`src/rtl/debounce_fsm_pkg.sv`:
```
// Shared constants for the switch debouncer: state encoding and default timing.
package debounce_fsm_pkg;

    localparam int DEF_STABLE_CYCLES = 1_000_000;
    localparam int DEF_CNT_W         = 20;

    // Bit 1 of the state is the debounced level and bit 0 is the busy flag.
    localparam logic [1:0] ST_ZERO  = 2'b00;
    localparam logic [1:0] ST_WAIT1 = 2'b01;
    localparam logic [1:0] ST_ONE   = 2'b10;
    localparam logic [1:0] ST_WAIT0 = 2'b11;

endpackage

```
`src/rtl/sync_2ff.sv`:
```
// Two-flop synchronizer for bringing an asynchronous level into the clk domain.
module sync_2ff (
    input  logic clk,
    input  logic reset,
    input  logic d,
    output logic q
);

    logic meta_q;
    logic sync_q;

    always_ff @(posedge clk or negedge reset) begin
        if (!reset) begin
            meta_q <= 1'b0;
            sync_q <= 1'b0;
        end else begin
            meta_q <= d;
            sync_q <= meta_q;
        end
    end

    assign q = sync_q;

endmodule

```
`src/rtl/debounce_fsm.sv`:
```
// Switch debouncer: 4-state Moore FSM plus stability counter.
// Define DEBOUNCE_SYNC_EN to put a 2-flop synchronizer in front of the FSM.
module debounce_fsm
    import debounce_fsm_pkg::*;
#(
    parameter int STABLE_CYCLES = DEF_STABLE_CYCLES,
    parameter int CNT_W         = DEF_CNT_W
) (
    input  logic clk,
    input  logic reset,
    input  logic in,
    output logic db,
    output logic busy
);

    localparam logic [CNT_W-1:0] CNT_LAST = CNT_W'(STABLE_CYCLES - 1);

    logic             in_s;
    logic [1:0]       state_q, state_d;
    logic [CNT_W-1:0] cnt_q, cnt_d;

`ifdef DEBOUNCE_SYNC_EN
    sync_2ff u_sync (
        .clk   (clk),
        .reset (reset),
        .d     (in),
        .q     (in_s)
    );
`else
    assign in_s = in;
`endif

    always_comb begin
        state_d = state_q;
        cnt_d   = cnt_q;
        case (state_q)
            ST_ZERO: begin
                if (in_s) begin
                    state_d = ST_WAIT1;
                    cnt_d   = '0;
                end
            end
            ST_WAIT1: begin
                if (!in_s)                state_d = ST_ZERO;
                else if (cnt_q == CNT_LAST) state_d = ST_ONE;
                else                      cnt_d   = cnt_q + CNT_W'(1);
            end
            ST_ONE: begin
                if (!in_s) begin
                    state_d = ST_WAIT0;
                    cnt_d   = '0;
                end
            end
            default: begin // ST_WAIT0
                if (in_s)                 state_d = ST_ONE;
                else if (cnt_q == CNT_LAST) state_d = ST_ZERO;
                else                      cnt_d   = cnt_q + CNT_W'(1);
            end
        endcase
    end

    always_ff @(posedge clk or negedge reset) begin
        if (!reset) begin
            state_q <= ST_ZERO;
            cnt_q   <= '0;
        end else begin
            state_q <= state_d;
            cnt_q   <= cnt_d;
        end
    end

    assign db   = state_q[1];
    assign busy = state_q[0];

endmodule
```
`config.mk`:
```
export PLATFORM = sky130hd
export DESIGN_NAME = debounce_fsm
export DESIGN_NICKNAME = d
export VERILOG_FILES = /design/src/rtl/debounce_fsm_pkg.sv /design/src/rtl/sync_2ff.sv /design/src/rtl/debounce_fsm.sv
export SDC_FILE = /design/constraint.sdc
export NUM_CORES = 1
export LEC_CHECK = 0
export BUFFER_PORTS_ARGS = -buffer_cell sky130_fd_sc_hd__buf_2
export CAP_MARGIN = 20
export CORE_UTILIZATION = 55
export CTS_BUF_LIST = sky130_fd_sc_hd__clkbuf_16
export DETAILED_ROUTE_END_ITERATION = 8
export PLACE_DENSITY = 0.77
export SYNTH_ARGS = -nofsm -noshare
export SYNTH_HDL_FRONTEND = slang
export SYNTH_SLANG_ARGS = --single-unit
```
`constraint.sdc`:
```
create_clock -name clk -period 2.01 [get_ports clk]
set_clock_uncertainty 0.15 [all_clocks]
set_input_delay 0.402 -clock clk [delete_from_list [all_inputs] [get_ports clk]]
set_output_delay 0.402 -clock clk [all_outputs]
set_load 0.02 [all_outputs]
```
### Yosys cells after proc, flatten, opt, wreduce, memory -nomap -nowiden

Cells that the tools add are included.

* register bits: 22
* output and inout bits: 2
* word-level logic and storage cells: 28
* input bits: 3

* add/sub/neg operators: 1
* multiplexer cells: 13
* reductions and logical operators: 4
* equality and inequality tests: 8

Operator list (number)
* $mux 20: 5
* $pmux 20 s3: 1
* $add 20x1->20 const B: 1
* $eq 20x20->1 const B: 1
* $mux 2: 6
* $reduce_and 4->1: 2
* $ne 2x2->1 const B: 3
* $pmux 2 s3: 1
* $reduce_bool 4->1: 1
* $ne 3x1->1 const B: 1
* $ne 3x3->1 const B: 1
* $eq 2x1->1 const B: 1
* $eq 2x2->1 const B: 1
* $logic_not 2->1: 1

### Longest topological paths before layout

* depth in word-level cells: 4
* mapped depth: 8
* depth with buffers taken out: 7

### Worst setup path after synthesis

No wires, ideal clock.

* kind: register to register
* start point: reg state_q[0]
* end point: reg cnt_q[8]
* setup time: 0.095 ns
* setup slack: -0.321 ns
* required time: 1.765 ns
* path buffers: 1
* arrival time: 2.085 ns
* period minus slack after synthesis: 2.331 ns
* stages on the path, launching flop included: 8
* cell sequence: dfrtp_1 inv_1 ha_1 or2_2 clkbuf_1 nor2_1 nand3_1 o31ai_1

* cells in the longest elaborated chain, start to end: 3
* elaborated cells between the ends (all ways): 9
* classes of those cells: eq/ne (6); mux (1); reduce/logical (2)

Ends and longest elaborated chain
* from (decl): line debounce_fsm.sv:19 `logic [1:0] state_q, state_d;`
* from (signal assigned): line debounce_fsm.sv:67 `state_q <= state_d;`
* $eq 2x1->1, or another cell as far along: line debounce_fsm.sv:36 `case (state_q)`
* $ne 3x1->1 (no line) or $ne 2x2->1 (tied branches)
* $reduce_and 4->1 (no line)
* to (signal assigned): line debounce_fsm.sv:68 `cnt_q <= cnt_d;`
* to (decl): line debounce_fsm.sv:20 `logic [CNT_W-1:0] cnt_q, cnt_d;`

Parallel ways exist; a longest one is shown, timed or not.
A chain may end at the register's enable or synchronous reset.

### Final worst setup path

* start point: reg cnt_q[12]
* end point: reg cnt_q[0]

* cells in the longest elaborated chain, start to end: 4
* elaborated cells between the ends (all ways): 5
* classes of those cells: eq/ne (1); mux (4)

Ends and longest elaborated chain (line)
* $eq 20x20->1 *: debounce_fsm.sv:45, debounce_fsm.sv:56
* $mux 20 *
* $mux 20, on equally long branches
* $pmux 20 s3 *

Every way passes the cells marked *; elsewhere a longest branch is shown, timed or not. The select of a mux whose other input is x is not followed.

==> flow_metrics.env <==
export IMPL_status="finished with violations"
export IMPL_violations="negative setup slack"
export IMPL_min_path_cells=1
export IMPL_slew_violations=0
export IMPL_die_area_um2=2840
export IMPL_yosysTopAreaCellShare=0.381
export IMPL_ant_nets=0
export IMPL_multiInputGateArea_um2=913
export IMPL_hpwl_mm=2.83
export IMPL_setup_viol=8
export IMPL_grt_pass1_vias=1294
export IMPL_ys_seq_elements=22
export IMPL_drive_gt1_frac=0.386
export IMPL_drt_wl_total_mm=4.03
export IMPL_r2r_cells=5
export IMPL_ys_flop_type="dfrtp_1"
export IMPL_area_delta_synth_final_pct=31.0
export IMPL_post_route_period_util=1.06
export IMPL_ios=5
export IMPL_synth_yosys_warnings=0
export IMPL_required_ps=2000
export IMPL_cts_tree="built"
export IMPL_r2r_start="cnt_q[12]$_DFFE_PN0P_"
export IMPL_wl_per_cell_um=17.7
export IMPL_rsz0062_at_grt="yes"
export IMPL_start_util=0.584
export IMPL_grt_overflow=0
export IMPL_htreeDepth=1
export IMPL_place_ws_ps=-135
export IMPL_rows=18
export IMPL_p_leak_nw=0.861
export IMPL_synthTopCellsByArea="dfrtp_1 38%, o21ai_0 6.6%, nand2_1 3.9%"
export IMPL_place_congestion=0.886
export IMPL_cts_max_path_buffers=2
export IMPL_cts_sinks=22
export IMPL_cap_viol_max_count=0
export IMPL_cpPeakStageDelay_ps=580
export IMPL_synth_edf_count=0
export IMPL_die_w_um=53.3
export IMPL_vias=1490
export IMPL_hold_end="cnt_q[1]$_DFFE_PN0P_"
export IMPL_clkTransAtPathRegs_ps=60
export IMPL_min_path_type="reg2reg"
export IMPL_finalHoldViolCount=0
export IMPL_synth_largest_area_cell="dfrtp_1"
export IMPL_rr_endpoint="cnt_q[0]$_DFFE_PN0P_"
export IMPL_crit_chain="or4b_4 > nor4_4 > nand2_1 > o21ai_2 > mux2_4"
export IMPL_power_density_nw_per_um2=1170
export IMPL_crit_fanout=2
export IMPL_antenna_found_initial=0
export IMPL_vias_per_cell=6.56
export IMPL_coreArea_um2=2480
export IMPL_io_buffers=4
export IMPL_synthArstFlopShare=1.00
export IMPL_final_util=0.765
export IMPL_grt_total_usage=0.302
export IMPL_drc=0
export IMPL_slowest_stage="or4b_4"
export IMPL_fillers=175
export IMPL_syn_area_per_cell_um2=9.15
export IMPL_syn_nets=165
export IMPL_maxSlewHeadroom=0.651
export IMPL_regArea_um2=553
export IMPL_worstHoldStart="cnt_q[1]$_DFFE_PN0P_"
export IMPL_path_class="reg2reg"
export IMPL_endpoint_kind="flop"
export IMPL_diodes=0
export IMPL_cp_data_arrival_time_ps=2120
export IMPL_cp_start_kind="flop"
export IMPL_clock_fmax_ghz=0.470
export IMPL_nNetsFinal=205
export IMPL_ys_seq_area_frac=0.381
export IMPL_synth_distinct_cells=49
export IMPL_grt_start_max_net_pins=23
export IMPL_min_period_ps=2130
export IMPL_cts_buffers=3
export IMPL_dr_pass1_iters=4
export IMPL_whs_ps=399
export IMPL_clock_root_buffer="clkbuf_16"
export IMPL_power_mw=2.23
export IMPL_finalSetupTns_ps=-416
export IMPL_drtIter0Drc=90
export IMPL_synth_area_um2=1450
export IMPL_worst_pin_slew_ps=524
export IMPL_die_h_um=53.3
export IMPL_clock_latency_ps=250
export IMPL_vdd_ir_drop_max_v=0.00120
export IMPL_setup_ws_ps=-117
export IMPL_r2r_setup_slack_ps=-120
export IMPL_syn_instance_count=158
export IMPL_grt_pass1_wl_mm=6.11
## where the power goes
group | total [mW] | internal, mW | switching [mW]
sequential | 0.579 | 0.509 | 0.0700
clock | 0.424 | 0.265 | 0.159
combinational | 1.22 | 0.560 | 0.662
## worst max-delay path by stage
stage                          start              endpoint  slack, ps
2_1_floorplan  cnt_q[12]$_DFFE_PN0P_  cnt_q[0]$_DFFE_PN0P_        -70
3_3_place_gp   cnt_q[12]$_DFFE_PN0P_  cnt_q[0]$_DFFE_PN0P_        -70
3_5_place_dp   cnt_q[12]$_DFFE_PN0P_  cnt_q[0]$_DFFE_PN0P_       -140
4_1_cts        cnt_q[11]$_DFFE_PN0P_  cnt_q[0]$_DFFE_PN0P_        -90
5_1_grt        cnt_q[12]$_DFFE_PN0P_  cnt_q[0]$_DFFE_PN0P_       -180
6_report       cnt_q[12]$_DFFE_PN0P_  cnt_q[0]$_DFFE_PN0P_       -120
## final cells by class
| cell class | count | share of cell area |
|---|---|---|
| sequential | 22 | 0.292 |
| clock buffer | 3 | 0.0396 |
| multi-input combinational | 128 | 0.482 |
| timing repair buffer | 40 | 0.159 |
| tap | 30 | 0.0198 |
| inverter | 3 | 0.00594 |
| clock inverter | 1 | 0.00198 |
## synthesized netlist by cell type, drive strengths merged (3+ instances only)
| cell type | number |
|---|---|
| ha | 4 |
| nand4 | 6 |
| a311oi | 3 |
| nand2 | 16 |
| a31oi | 6 |
| clkbuf | 3 |
| nor2 | 9 |
| dfrtp | 22 |
| nor4 | 4 |
| nand3 | 9 |
| nor3 | 5 |
| inv | 3 |
| o21ai | 24 |
| a21oi | 11 |
## cells in the final DEF (no fill, tap or decap), types with 3 or more instances in the layout
master     Yosys  layout
nand2_1       15      14
a21oi_1       11       9
dfrtp_1       22      20
nand3_1        8       7
nor3_1         4       3
clkbuf_16      0       3
o21ai_0       19      18
buf_4          1      33
o21ai_1        4       4
a31oi_1        5       5
nand4_1        5       5
ha_2           0       3
buf_2          0       4
nor2_1         8       7
## what timing repair did
item | CTS | global route
endpoints found under the hold margin | 22 | 0
buffers inserted | 3 | 4
hold buffers | 1 | 0
resized for setup | 4 | 10
setup endpoints to repair | 10 | 20
pin swaps | 9 | 7
## per-layer routing
| metal | wire length [µm] | vias up | GRT usage |
|---|---|---|---|
| met1 | 1780 | 744 | 0.417 |
| met5 | 0 | - | 0 |
| met3 | 146 | 10 | 0.0374 |
| met2 | 2030 | 41 | 0.483 |
| met4 | 69 | 0 | 0.0965 |
| li1 | - | 695 | - |
## metrics by stage
step,cell area (µm²),instances
floorplan,1470,158
global placement,1710,216
detailed placement,1710,216
CTS,1840,224
global route,1890,227
finish,1890,227
## flip-flops by register name, summed over array words and instances (netlist names), named ones only
register / cells
state_q: 1
cnt_q: 20
## critical path, delay by kind of cell, from the launching register on
family	cells	cell delay, ps
and+or+nand+nor	3	970
DFF	1	380
muxes	1	310
AOI/OAI and AO/OA	1	200
## cell families (layout without fill, tap and decap cells)
family	Yosys count	after routing	synth area share
compound gates	57	57	0.260
mux	3	3	0.0216
simple gates	64	64	0.275
fa+ha+maj	4	4	0.0346
buf+inv	8	47	0.0285
flops	22	22	0.381
No activity file was read; power rests on OpenSTA's default activity.
